## config.mk

```make
export PLATFORM = sky130hd
export DESIGN_NAME = formatter_parser
export DESIGN_NICKNAME = d
export VERILOG_FILES = /design/src/rtl/formatter_parser.sv
export SDC_FILE = /design/constraint.sdc
export NUM_CORES = 1
export LEC_CHECK = 0
export CAP_MARGIN = 10
export CORE_MARGIN = 1.5
export CORE_UTILIZATION = 54
export DETAILED_ROUTE_END_ITERATION = 7
export HOLD_SLACK_MARGIN = 0.06
export PLACE_DENSITY_LB_ADDON = 0.3
export SLEW_MARGIN = 40
export SYNTH_ARGS = -nofsm -noshare
export SYNTH_HDL_FRONTEND = slang
export SYNTH_SLANG_ARGS = --single-unit
```

## constraint.sdc

```tcl
create_clock -name CLOCK -period 2.8 [get_ports CLOCK]
set_clock_uncertainty 0.1 [all_clocks]
set_input_delay 0.7 -clock CLOCK [delete_from_list [all_inputs] [get_ports CLOCK]]
set_output_delay 0.7 -clock CLOCK [all_outputs]
set_load 0.01 [all_outputs]
```

## src/rtl/formatter_parser.sv

```systemverilog
// Reassembles formatted FIFO words into parallel track records and end-of-event records.
// Define FORMATTER_PARSER_CHECK_EN to enable EP framing checks, ERR_SHORT/ERR_LONG and resynchronisation.
module formatter_parser #(
  parameter int WORDS_PER_TRACK = 7,
  parameter int NTRK_W          = 8
) (
  input  logic                         CLOCK,
  input  logic                         RESET_N,
  input  logic [22:0]                  IN_FIFO_DATA,
  input  logic                         IN_FIFO_EMPTY,
  output logic                         IN_FIFO_RE,
  output logic [21*WORDS_PER_TRACK-1:0] REC_DATA,
  output logic                         REC_EE,
  output logic [NTRK_W-1:0]            REC_NTRK,
  output logic                         REC_VALID,
  input  logic                         REC_READY,
  output logic                         ERR_SHORT,
  output logic                         ERR_LONG
);

  localparam int REC_W = 21 * WORDS_PER_TRACK;
  localparam int WC_W  = (WORDS_PER_TRACK > 1) ? $clog2(WORDS_PER_TRACK) : 1;
  localparam logic [WC_W-1:0] LAST = WC_W'(WORDS_PER_TRACK - 1);

`ifdef FORMATTER_PARSER_CHECK_EN
  typedef enum logic {COLLECT, RESYNC} state_t;
  state_t state;
`endif

  logic              stall;
  logic              rd_pending;
  logic              skid_full;
  logic [22:0]       skid_q;
  logic [22:0]       word;
  logic              have_word;
  logic [WC_W-1:0]   wcnt;
  logic [NTRK_W-1:0] ntrk;
  logic [REC_W-1:0]  asm_q;
  logic [REC_W-1:0]  track_rec;

  assign stall      = REC_VALID && !REC_READY;
  assign IN_FIFO_RE = RESET_N && !IN_FIFO_EMPTY && !stall && !skid_full;
  // A parked skid word always takes precedence over the FIFO bus.
  assign word       = skid_full ? skid_q : IN_FIFO_DATA;
  assign have_word  = skid_full || rd_pending;

  always_comb begin
    track_rec = asm_q;
    track_rec[REC_W-1 -: 21] = word[20:0];
  end

`ifndef FORMATTER_PARSER_CHECK_EN
  assign ERR_SHORT = 1'b0;
  assign ERR_LONG  = 1'b0;
`endif

  always_ff @(posedge CLOCK or negedge RESET_N) begin
    if (!RESET_N) begin
      rd_pending <= 1'b0;
      skid_full  <= 1'b0;
      skid_q     <= '0;
      wcnt       <= '0;
      ntrk       <= '0;
      asm_q      <= '0;
      REC_DATA   <= '0;
      REC_EE     <= 1'b0;
      REC_NTRK   <= '0;
      REC_VALID  <= 1'b0;
`ifdef FORMATTER_PARSER_CHECK_EN
      state      <= COLLECT;
      ERR_SHORT  <= 1'b0;
      ERR_LONG   <= 1'b0;
`endif
    end else begin
      rd_pending <= IN_FIFO_RE;
`ifdef FORMATTER_PARSER_CHECK_EN
      ERR_SHORT  <= 1'b0;
      ERR_LONG   <= 1'b0;
`endif
      if (REC_VALID && REC_READY) REC_VALID <= 1'b0;

      if (stall) begin
        if (rd_pending) begin
          skid_q    <= IN_FIFO_DATA;
          skid_full <= 1'b1;
        end
      end else if (have_word) begin
        skid_full <= 1'b0;
        if (word[22]) begin
          REC_DATA  <= REC_W'(word[20:0]);
          REC_EE    <= 1'b1;
          REC_NTRK  <= ntrk;
          REC_VALID <= 1'b1;
          ntrk      <= '0;
          wcnt      <= '0;
`ifdef FORMATTER_PARSER_CHECK_EN
          if (wcnt != '0) ERR_SHORT <= 1'b1;
          state <= COLLECT;
`endif
        end
`ifdef FORMATTER_PARSER_CHECK_EN
        else if (state == RESYNC) begin
          if (word[21]) state <= COLLECT;
        end else if (wcnt != LAST) begin
          if (word[21]) begin
            ERR_SHORT <= 1'b1;
            wcnt      <= '0;
          end else begin
            asm_q[21*int'(wcnt) +: 21] <= word[20:0];
            wcnt <= wcnt + 1'b1;
          end
        end else if (word[21]) begin
          REC_DATA  <= track_rec;
          REC_EE    <= 1'b0;
          REC_NTRK  <= '0;
          REC_VALID <= 1'b1;
          if (ntrk != '1) ntrk <= ntrk + 1'b1;
          wcnt <= '0;
        end else begin
          ERR_LONG <= 1'b1;
          wcnt     <= '0;
          state    <= RESYNC;
        end
`else
        else if (wcnt != LAST) begin
          asm_q[21*int'(wcnt) +: 21] <= word[20:0];
          wcnt <= wcnt + 1'b1;
        end else begin
          REC_DATA  <= track_rec;
          REC_EE    <= 1'b0;
          REC_NTRK  <= '0;
          REC_VALID <= 1'b1;
          if (ntrk != '1) ntrk <= ntrk + 1'b1;
          wcnt <= '0;
        end
`endif
      end
    end
  end

endmodule
```

# Yosys cells after proc, flatten, opt, wreduce, memory -nomap -nowiden
# Index checks and enable logic that the tools add are counted.
# totals
mem_bits_ro	0
out_inout_bits	160
memories	0
ram_bits	0
register_bits	340
input_bits	27
latch_bits	0
# op_classes
mux	21
n_mul	1
shifts	2
order_cmp	0
n_div	0
n_reduce_logical	18
n_eq_ne	4
add_sub_neg	3
n_bitwise	2
# op_table
cell	n
2-to-1 mux 147 bit	2
bitwise mux 147 bit	1
variable shift 21 x 33 -> 147 bit, first input constant	1
variable part select 21 x 33 -> 147 bit	1
2-to-1 mux 8 bit	5
negation 8 -> 33 bit	1
2-to-1 mux 23 bit	1
2-to-1 mux 1 bit	10
adder 8 x 1 -> 8 bit, second input constant	1
multiplier 5 x 3 -> 8 bit, first input constant	1
!= test 8 bit, second input constant	1
AND reduction 4 bit	2
2-to-1 mux 3 bit	2
AND reduction 2 bit	3
logical AND 1 bit	5
logical NOT 1 bit	4
nonzero test 2 bit	2
adder 3 x 1 -> 3 bit, second input constant	1
!= test 3 bit, second input constant	1
AND reduction 3 bit	1
!= test 2 x 1 -> 1 bit, second input constant	1
!= test 2 bit, second input constant	1
NOT 1 bit	2
logical OR 1 bit	1

# Depth between registers and ports, before layout
# Gate-level depths: netlist of the first run.
# depth
depth_word	6
ltp_mapped	8
mapped_depth_nobuf	6

# Least setup slack after synthesis of the first run
# No wires, ideal clock.
# synth_path
path_kind	input -> register
startpoint	in IN_FIFO_DATA[22]
endpoint	reg asm_q[74]
arrival_time_ns	1.868
n_path_buf	2
path_slack_ns	0.707
required_ns	2.575
path_stages	6
cell_sequence	nor3b_2 -> o21ai_1 -> buf_2 -> nor2_1 -> buf_2 -> mux2_2
# synth_via
elab_chain_cells	3
# synth_lines
item	line_no	text
start: declaration	9	input logic [22:0] IN_FIFO_DATA,
2-to-1 mux 23 bit	44	assign word = skid_full ? skid_q : IN_FIFO_DATA;
NOT 1 bit (no line)	--	
AND reduction 4 bit (no line)	--	
end signal: indexed assignment	126	asm_q[21*int'(wcnt) +: 21] <= word[20:0];
end: declaration	38	logic [REC_W-1:0] asm_q;
# Every way passes these cells.
# A chain may end at the register's enable or synchronous reset.

# Worst setup path after layout of the first run
# layout_path
startpoint	in REC_READY
endpoint	out IN_FIFO_RE
# layout_via
elab_chain_cells	5
# layout_lines
item	line_no	text
start: declaration	16	input logic REC_READY,
logical NOT 1 bit	41	assign stall = REC_VALID && !REC_READY;
logical AND 1 bit	41	
logical NOT 1 bit	42	assign IN_FIFO_RE = RESET_N && !IN_FIFO_EMPTY && !stall && !skid_full;
logical AND 1 bit (2 in a row)	42	
end: declaration	11	output logic IN_FIFO_RE,
# Every way passes these cells.

==> results by group, run 1 <==
Clocking
  • Clock root buffer: clkbuf_16
  • CTS tree: yes
  • Htree depth: 2
  • Hold Buf Count CTS: 0
  • CTS Sinks: 318
  • # Post-CTS Setup Buffers: 0
  • Clock latency at the later pin of the worst-skew pair: 0.50 ns
  • Total CTS buffers: 34
  • CTS max path bufs: 3
  • CTS clk-pin slew, worst paths: around 0.06 ns
  • Post-CTS sizing: 2

Status
  • Run status: complete, no violations

Global routing
  • Congestion Overflow GR: 0
  • Global-route wire length before repair: between 50000 and 60000 um
  • Pin count of the biggest net entering global routing: around 160
  • Vias in the first global route: between 9000 and 10000
  • Initial antenna violation count: 1
  • Gr usage total: about 28%

Critical path
  • CP arrival: 1.87 ns
  • Crit-path max FO: 2
  • Req. time, crit path: ~2.0 ns
  • CP endpoint kind: output pin
  • Kind of critical path: in2out
  • Worst Setup Start Kind: input pin

Placed design
  • # port buffers: 183
  • DP Cell Count: 1672
  • HPWL after DPL: 21300 um
  • Routability cong.: 0.827

Floorplan
  • Die W: 158 um
  • Die Area: 0.0249 mm2
  • Starting density of the core: 55.1%
  • Core Area: 0.0235 mm2
  • DIE HEIGHT: 158 um
  • # IOs: roughly 190
  • Row count: 56

Synth
  • Synthesized area: 0.0130 mm2
  • Synth Flop Type: dfrtp_1
  • Mapped Cells: roughly 1200
  • Synthesized area per cell: around 11 um2
  • Async set or reset register ratio after synthesis: 100%
  • Sequential area share after synthesis: 61.4%
  • Yosys Warn Count: 0
  • Yosys reg bits: 318
  • Post-synthesis cell type count: 44
  • Number of synthesized flops with an enable pin: 0

Hold path
  • Worst Hold Class: in2async

Pwr
  • Leakage: 0.00791 uW
  • Sw power: approximately 3600 uW
  • Clock Power Share: between 30% and 40%
  • Switching share of total power: 27.6%
  • Internal power: 9480 uW
  • Seq pwr share: between 40% and 50%
  • Comb pwr share: about 20%
  • VDD IR max: 0.435 mV
  • Power Density: between 700 and 800 mW/mm2

Final layout
  • Cell Count, Final, Fillers Out: between 1500 and 2000
  • Layout area overhead: 28.5%
  • Total Nets Final: about 1400
  • Most frequent cells in the layout: dfrtp_1, nand2_1, clkdlybuf4s50_1, nand3_1, mux2_2
  • Commonest non-fill, non-tap cell in the layout: dfrtp_1
  • Layout cells sized above 1: 14.4%

Drt
  • Antenna-violating nets left: 0
  • # DRC: 0
  • DR pass1 iterations: 6
  • DR vias: between 9000 and 10000
  • Routed Wire Length: 33600 um
  • Via density: 5.66
  • First DRT Iteration DRCs: 724
  • Drt wl/cell: about 19 um

STA
  • RSZ-0062 raised after global routing: false
  • Fin. Hold Viols: 0
  • Slew Limit Headroom: between 50% and 60%
  • Post-layout min period: 2.67 ns
  • Final TNS setup: 0 ns
  • Setup violators final: 0
  • Max-slew violations: 0
  • Max Fclk: 0.375 GHz
  • Period utilization: 95.2%
  • Worst slew pin tran: approximately 0.7 ns
  • WHS: 0.0783 ns

Job
  • Max cap viols: 0
sequential cells by signal, summed over array words and instances (netlist names):
name,cells
REC_DATA,147
REC_EE,1
REC_NTRK,8
REC_VALID,1
asm_q,126
ntrk,8
rd_pending,1
skid_full,1
skid_q,22
wcnt,3
Yosys cell counts, drive strengths merged (2+ instances only):
cell,number,area (um2)
nor2,75,282
o211ai,2,15.0
a22o,10,87.6
inv,25,93.8
a31oi,3,18.8
buf,41,211
clkbuf,44,165
a21oi,26,130
dfrtp,318,7960
nand2,260,976
or2,2,12.5
nor2b,3,18.8
mux2,87,980
mux2i,43,443
nand4,3,18.8
nand3,87,435
nand2b,2,12.5
and3,2,12.5
nor3b,3,27.5
o21ai,73,365
ha,5,62.6
nor3,2,10.0
o31ai,67,503
o22a,2,17.5
nor4,2,18.8
power by group through the flow:
stage / Clock [uW] / Sequential [uW] / Combinational (uW)
after floorplan: 0 / 6020 / 1180
after CTS: 4630 / 5940 / 2570
after detailed placement: 0 / 6010 / 2540
after global routing: 4820 / 6030 / 2820
after global placement: 0 / 5960 / 2450
final: 4590 / 5940 / 2550
worst paths after layout:
check / from / endpoint / slack (ns) / cells past startpoint
hold reg to reg: REC_DATA[113] / REC_DATA[113] / 0.36 / 2
setup reg to reg: wcnt[0] / REC_DATA[133] / 0.37 / 6
max in group asynchronous: RESET_N / REC_DATA[25] / 1.39 / 3
hold / removal: RESET_N / skid_q[13] / 0.08 / 2
setup / recovery: REC_READY / IN_FIFO_RE / 0.13 / 4
min in group CLOCK: REC_DATA[113] / REC_DATA[113] / 0.36 / 2
final cells by class:
class,count,area (um2)
inverter,25,93.8
antenna,1,2.50
clock buffer,53,1070
sequential,318,7960
timing repair buffer,240,2460
tap,319,399
fill,1688,6880
multi-input combinational,771,4590
clock inverter,6,88.8
cell families after synthesis:
kind of cell | after synthesis | synth area share (%)
muxes | 130 | 11.0
buffers and inverters | 110 | 3.63
DFF | 318 | 61.4
other | 1 | 0.0289
AOI/OAI and AO/OA | 188 | 9.13
and+or+nand+nor | 446 | 14.4
adders and majority gates | 5 | 0.483
stage by stage:
stage	setup WS (ns)	area (um2)	total power, uW	util [%]
after floorplan	0.707	13000	7200	-
after global placement	-0.173	15500	8420	65.7
after detailed placement	-0.256	15500	8550	65.7
after CTS	0.122	16600	13100	70.6
after global routing	0.0759	16700	13700	70.8
final	0.133	16700	13100	70.8
critical path: stages:
cell and delay (ns):
clkdlybuf4s50_1 0.49, nor2b_1 0.08, nor4b_2 0.29, dlygate4sd2_1 0.31
per-layer routing:
layer	wire length (um)	track usage (%)	share of wire [%]	vias up
met2	16300	44.7	48	320
met3	1950	3.72	5.8	62
met1	14400	39.2	43	4957
li1	-	-	-	4464
met5	0	0	0	-
met4	1030	9.57	3.1	0
Note: power is estimated with default switching activity, not from simulation.
==> run 2, diff against run 1 <==
--- a/config.mk
+++ b/config.mk
@@ -8,6 +8,7 @@
 export CAP_MARGIN = 10
 export CORE_MARGIN = 1.5
 export CORE_UTILIZATION = 54
+export CTS_CLUSTER_DIAMETER = 80
 export DETAILED_ROUTE_END_ITERATION = 7
 export HOLD_SLACK_MARGIN = 0.06
 export PLACE_DENSITY_LB_ADDON = 0.3
==> constraint.sdc (replaced) <==
create_clock -name CLOCK -period 2.8 [get_ports CLOCK]
set_clock_uncertainty 0.1 [all_clocks]
set_input_delay 0.7 -clock CLOCK [delete_from_list [all_inputs] [get_ports CLOCK]]
set_output_delay 0.7 -clock CLOCK [all_outputs]
set_load 0.05 [all_outputs]
==> results by group, run 2 (synthesized netlist as in run 1, its figures left out) <==
Status
  • Run status: complete, no violations

Critical path
  • Crit path max-delay cell type: dlygate4sd3_1
  • Req. time, crit path: 2.00 ns (about the same)
  • CP arrival: 1.87 ns (about the same)
  • Worst Setup Start Kind: input pin
  • Worst path cell trace: dlygate4sd3_1 > buf_8 > nor4b_4 > buf_12
  • CP endpoint kind: output pin
  • Kind of critical path: in2out
  • Reg2reg start: wcnt[0]
  • Worst Setup SP: RESET_N
  • Worst stage delay on the critical path: 0.56 ns (+0.07 ns)
  • Crit-path max FO: 5 (+3)

Pwr
  • Total chip power: 14100 uW (+7.4%)
  • Power Density: 844 mW/mm2 (+7.5%)
  • VDD IR max: 0.460 mV (+5.6%)
  • Leakage: 0.00793 uW (+0.26%)

Floorplan
  • Starting density of the core: 55.1% (unchanged)
  • Die W: 158 um (unchanged)
  • Core Area: 0.0235 mm2 (unchanged)
  • Row count: 56 (unchanged)
  • DIE HEIGHT: 158 um (unchanged)
  • Die Area: 0.0249 mm2 (unchanged)
  • # IOs: 187 (unchanged)

Clocking
  • Clock root buffer: clkbuf_16
  • Clock latency at the later pin of the worst-skew pair: 0.50 ns (about the same)
  • Total CTS buffers: 34 (unchanged)
  • # Post-CTS Setup Buffers: 0 (unchanged)
  • CTS clk-pin slew, worst paths: 0.06 ns (about the same)
  • CTS tree: yes
  • CTS max path bufs: 3 (unchanged)
  • CTS Sinks: 318 (unchanged)
  • Htree depth: 2 (unchanged)

Final layout
  • Layout area overhead: 28.5% (about the same)
  • Regs by FF count: REC_DATA x147, asm_q x126, skid_q x22
  • Layout cells sized above 1: 14.7% (+0.37 points)
  • Biggest register: REC_DATA
  • Commonest non-fill, non-tap cell in the layout: dfrtp_1
  • Most frequent cells in the layout: dfrtp_1, nand2_1, clkdlybuf4s50_1, nand3_1, mux2_2
  • Total Nets Final: 1425 (+0.21%)
  • Inserted Diodes: 0 (-1)
  • Number of flip-flops in the largest register: 147 (unchanged)

Drt
  • DR vias: 9720 (-0.85%)
  • Antenna-violating nets left: 0 (unchanged)
  • # DRC: 0 (unchanged)
  • DR pass1 iterations: 4 (-2)
  • First DRT Iteration DRCs: 744 (+2.8%)
  • Drt wl/cell: 19.2 um (-0.86%)
  • Via density: 5.60 (-1.1%)
  • Routed Wire Length: 33400 um (-0.63%)

Hold path
  • Worst Hold Class: reg2reg
  • Hold Crit Start: REC_DATA[76]

Global routing
  • Pin count of the biggest net entering global routing: 142 (-9.6%)
  • Initial antenna violation count: 0 (-1)
  • Congestion Overflow GR: 0 (unchanged)
  • Vias in the first global route: 9597 (-0.62%)
  • Gr usage total: 27.4% (-0.39 points)
  • Global-route wire length before repair: 52100 um (-1.6%)

STA
  • Max-slew violations: 0 (unchanged)
  • Setup violators final: 0 (unchanged)
  • Max Fclk: 0.374 GHz (-0.17%)
  • Worst slew pin tran: 0.750 ns (+0.0305 ns)
  • Fin. Hold Viols: 0 (unchanged)
  • Post-layout min period: 2.67 ns (+0.00459 ns)
  • Slew Limit Headroom: 50.0% (-1.5 points)
  • RSZ-0062 raised after global routing: false
  • Final TNS setup: 0 ns (unchanged)
  • Period utilization: 95.4% (+0.16 points)

Placed design
  • HPWL after DPL: 21300 um (+0.22%)
  • Routability cong.: 0.843 (+1.9%)
  • # port buffers: 183 (unchanged)

Job
  • Max cap viols: 0 (unchanged)
==> run 2: path summary, 6_finish.rpt <==
path                                 end  slack (ns)  cells past startpoint
setup / recovery              IN_FIFO_RE        0.13                      4
hold / removal              REC_DATA[76]        0.37                      2
setup reg to reg           REC_DATA[104]        0.22                      6
hold reg to reg             REC_DATA[76]        0.37                      2
max in group asynchronous   REC_DATA[52]        0.66                      4
min in group asynchronous   REC_DATA[16]        0.47                      2
==> run 2: per-stage QoR <==
step           instance area (um2)  hold WS [ns]  cells  setup slack (ns)  util [%]
2_1_floorplan                13000         0.304   1199             0.216         -
3_3_place_gp                 15400         0.349   1674             0.127      65.6
3_5_place_dp                 15400         0.355   1674            0.0463      65.6
4_1_cts                      16600         0.368   1736            0.0432      70.6
5_1_grt                      16700         0.391   1737            0.0919      70.7
6_report                     16700         0.365   1737             0.128      70.7
==> run 2: layout make-up <==
cell class | instances | area (um2)
Clock buffer | 52 | 1060
Multi-Input combinational cell | 771 | 4600
Clock inverter | 9 | 95.1
Timing Repair Buffer | 243 | 2450
Tap cell | 319 | 399
Fill cell | 1724 | 6890
Inverter | 25 | 93.8
Sequential cell | 318 | 7960
==> run 2: repair_timing <==
item | in CTS | in global routing
endpoints found under the hold margin | 1 | 0
setup endpoints to repair | 0 | 1
hold buffers | 1 | 0
gates resized for setup | 0 | 1
==> run 2: where the power goes <==
group | total, uW | switching [uW] | leakage [uW] | internal [uW]
registers | 5930 | 485 | 0.00419 | 5440
logic | 3570 | 2350 | 0.00316 | 1220
clock network | 4560 | 1760 | 0.000577 | 2800
==> run 2: critical path, delay by kind of cell <==
family                 cells  cell delay (ns)
AND/OR/NAND/NOR            1             0.28
buffers and inverters      3             0.88
==> run 2: routing by layer <==
layer | wire (um) | up-vias | GRT usage, % | part of all wire, %
met5 | 0 | - | 0 | 0
met4 | 854 | 0 | 8.90 | 2.6
met3 | 2000 | 55 | 4.95 | 6.0
met2 | 16200 | 289 | 43.8 | 48
met1 | 14400 | 4902 | 38.3 | 43
li1 | - | 4474 | - | -
==> run 3, diff against run 2 <==
--- a/config.mk
+++ b/config.mk
@@ -5,14 +5,15 @@
 export SDC_FILE = /design/constraint.sdc
 export NUM_CORES = 1
 export LEC_CHECK = 0
+export ABC_CLOCK_PERIOD_IN_PS = 2800
 export CAP_MARGIN = 10
 export CORE_MARGIN = 1.5
-export CORE_UTILIZATION = 54
+export CORE_UTILIZATION = 45
 export CTS_CLUSTER_DIAMETER = 80
 export DETAILED_ROUTE_END_ITERATION = 7
 export HOLD_SLACK_MARGIN = 0.06
 export PLACE_DENSITY_LB_ADDON = 0.3
-export SLEW_MARGIN = 40
+export SLEW_MARGIN = 25
 export SYNTH_ARGS = -nofsm -noshare
 export SYNTH_HDL_FRONTEND = slang
 export SYNTH_SLANG_ARGS = --single-unit
==> results by group, run 3 (synthesized netlist as in run 1, its figures left out) <==
Status
  • Run status: complete, no violations

Drt
  • DR vias: 9582 (-1.4%)
  • Highest Signal Layer: met4
  • DR pass1 iterations: 5 (+1)
  • Met2 wire len: 16100 um (-0.25%)
  • # DRC: 0 (unchanged)
  • Met1 Wirelength: 15100 um (+5.1%)
  • Drt wl/cell: 18.9 um (-1.8%)
  • Met3 WL: 1990 um (-0.65%)
  • Via density: 5.35 (-4.4%)
  • Antenna-violating nets left: 0 (unchanged)
  • First DRT Iteration DRCs: 747 (+0.40%)
  • Routed Wire Length: 33900 um (+1.3%)

Placed design
  • HPWL after DPL: 21900 um (+2.6%)
  • Routability cong.: 0.818 (-3.0%)
  • # port buffers: 183 (unchanged)
  • DP Cell Count: 1733 (+3.5%)
  • Post-DP Area: 0.0156 mm2 (+1.1%)

Clocking
  • Htree depth: 2 (unchanged)
  • CTS max path bufs: 3 (unchanged)
  • Clock root buffer: clkbuf_16
  • # Post-CTS Setup Buffers: 0 (unchanged)
  • CTS tree: yes
  • Total CTS buffers: 34 (unchanged)
  • CTS Sinks: 318 (unchanged)
  • Post-CTS sizing: 0 (unchanged)
  • Clock latency at the later pin of the worst-skew pair: 0.50 ns (about the same)
  • Hold Buf Count CTS: 0 (-1)
  • CTS clk-pin slew, worst paths: 0.06 ns (about the same)

Floorplan
  • Core Area: 0.0281 mm2 (+19%)
  • Die W: 173 um (+9.4%)
  • DIE HEIGHT: 173 um (+9.4%)
  • Starting density of the core: 46.2% (-8.9 points)
  • Row count: 61 (+8.9%)
  • Die Area: 0.0298 mm2 (+20%)
  • # IOs: 187 (unchanged)

Global routing
  • Congestion Overflow GR: 0 (unchanged)
  • Global-route wire length before repair: 54100 um (+3.7%)
  • Vias in the first global route: 9629 (+0.33%)
  • Initial antenna violation count: 0 (unchanged)
  • Gr usage total: 22.9% (-4.5 points)
  • Pin count of the biggest net entering global routing: 171 (+20%)

Pwr
  • Seq pwr share: 42.6% (+0.4 points)
  • Internal power: 9310 uW (-1.6%)
  • Leakage: 0.00791 uW (-0.22%)
  • Power Density: 832 mW/mm2 (-1.4%)
  • Sw power: 4610 uW (+0.29%)
  • Comb pwr share: 25.7% (+0.3 points)
  • Switching share of total power: 33.1% (+0.42 points)
  • VDD IR max: 0.469 mV (+1.9%)
  • Clock Power Share: 31.7% (-0.7 points)

Final layout
  • Inserted Diodes: 0 (unchanged)
  • Layout cells sized above 1: 14.4% (-0.31 points)
  • Biggest register: REC_DATA
  • Regs by FF count: REC_DATA x147, asm_q x126, skid_q x22
  • Total Nets Final: 1423 (-0.14%)
  • Commonest non-fill, non-tap cell in the layout: dfrtp_1
  • Number of flip-flops in the largest register: 147 (unchanged)
  • Fin area: 0.0167 mm2 (+0.42%)
  • Layout area overhead: 29.0%
  • Cell Count, Final, Fillers Out: 1792 (+3.2%)
  • Most frequent cells in the layout: dfrtp_1, nand2_1, clkdlybuf4s50_1, nand3_1, mux2_2

STA
  • Final TNS setup: 0 ns (unchanged)
  • Period utilization: 94.2% (-1.2 points)
  • Slew Limit Headroom: 28.6% (-21 points)
  • Max-slew violations: 0 (unchanged)
  • Post-layout min period: 2.64 ns (-0.0348 ns)
  • RSZ-0062 raised after global routing: false
  • Worst slew pin tran: 1.07 ns (+0.321 ns)
  • Fin. Hold Viols: 0 (unchanged)
  • Setup violators final: 0 (unchanged)
  • Max Fclk: 0.379 GHz (+1.3%)

Critical path
  • CP arrival: 1.84 ns (-0.03 ns)
  • Worst path cell trace: clkdlybuf4s50_1 > nor2b_1 > nor4b_2 > buf_12
  • Cell family with the largest share of critical-path delay: buffers and inverters
  • CP endpoint kind: output pin
  • Worst Setup Start Kind: input pin
  • Req. time, crit path: 2.00 ns (about the same)
  • Crit-path max FO: 2 (-3)
  • Worst Path Buf+Inv: 2 (-1)
  • Reg2reg start: wcnt[0]
  • Worst Setup SP: REC_READY
  • Worst stage delay on the critical path: 0.49 ns (-0.07 ns)
  • Crit path max-delay cell type: clkdlybuf4s50_1
  • Kind of critical path: in2out

Hold path
  • Worst Hold Class: in2async

Job
  • Max cap viols: 0 (unchanged)
==> run 3: cell count changes in the layout (fill, tap and decap cells not counted) <==
| cell | before | now |
|---|---|---|
| buf_4 | 47 | 40 |
| dlygate4sd3_1 | 1 | 0 |
| clkinvlp_4 | 0 | 1 |
| clkinv_2 | 7 | 4 |
| clkbuf_1 | 7 | 9 |
| clkbuf_8 | 8 | 5 |
| buf_12 | 11 | 19 |
| bufinv_16 | 2 | 1 |
| nor4b_2 | 0 | 1 |
| clkinv_4 | 0 | 2 |
| nor4b_4 | 1 | 0 |
| buf_16 | 1 | 0 |
| buf_6 | 1 | 0 |
==> run 3: worst reg2reg max path: stages (launching register included) <==
cell and delay (ns):
dfrtp_1 0.52, inv_1 0.17, ha_1 0.28, nand2_1 0.24, a211oi_4 0.36, buf_12 0.25
buf_12 0.26, nand3_1 0.14, nand2_1 0.12
==> run 3: area by class of cell <==
class	count	area (um2)
Clock buffer	51	1030
Clock inverter	8	75.1
Timing Repair Buffer	241	2510
Tap cell	378	473
Multi-Input combinational cell	771	4590
Inverter	25	93.8
Sequential cell	318	7960
Fill cell	2375	11400
==> run 3: final timing paths <==
check	to	slack, ns	cells past startpoint
max	IN_FIFO_RE	0.16	4
max in group asynchronous	REC_DATA[83]	1.55	2
min reg2reg	REC_DATA[52]	0.37	2
min in group CLOCK	REC_DATA[52]	0.37	2
max reg2reg	REC_DATA[22]	0.31	8
min	REC_DATA[144]	0.15	2
==> run 3: routing by layer <==
layer / up-vias / track usage (%)
met5: - / 0
met3: 45 / 4.16
met4: 0 / 5.33
li1: 4464 / -
met1: 4776 / 32.7
met2: 297 / 36.7
==> run 3: power groups by stage <==
stage	sequential, uW	combinational (uW)	clock [uW]
3_3_place_gp	5970	3500	0
5_1_grt	6030	3830	4700
4_1_cts	5930	3600	4500
6_report	5930	3570	4410
2_1_floorplan	7010	1190	0
3_5_place_dp	6010	3580	0
==> run 3: stage by stage <==
| stage | util [%] | worst slack [ns] | hold slack (ns) | power (uW) |
|---|---|---|---|---|
| 3_3_place_gp | 55.6 | 0.129 | 0.352 | 9480 |
| 2_1_floorplan | - | 0.216 | 0.304 | 8200 |
| 5_1_grt | 59.5 | 0.108 | 0.289 | 14600 |
| 4_1_cts | 59.5 | 0.155 | 0.289 | 14000 |
| 6_report | 59.5 | 0.163 | 0.148 | 13900 |
| 3_5_place_dp | 55.6 | 0.0573 | 0.356 | 9600 |
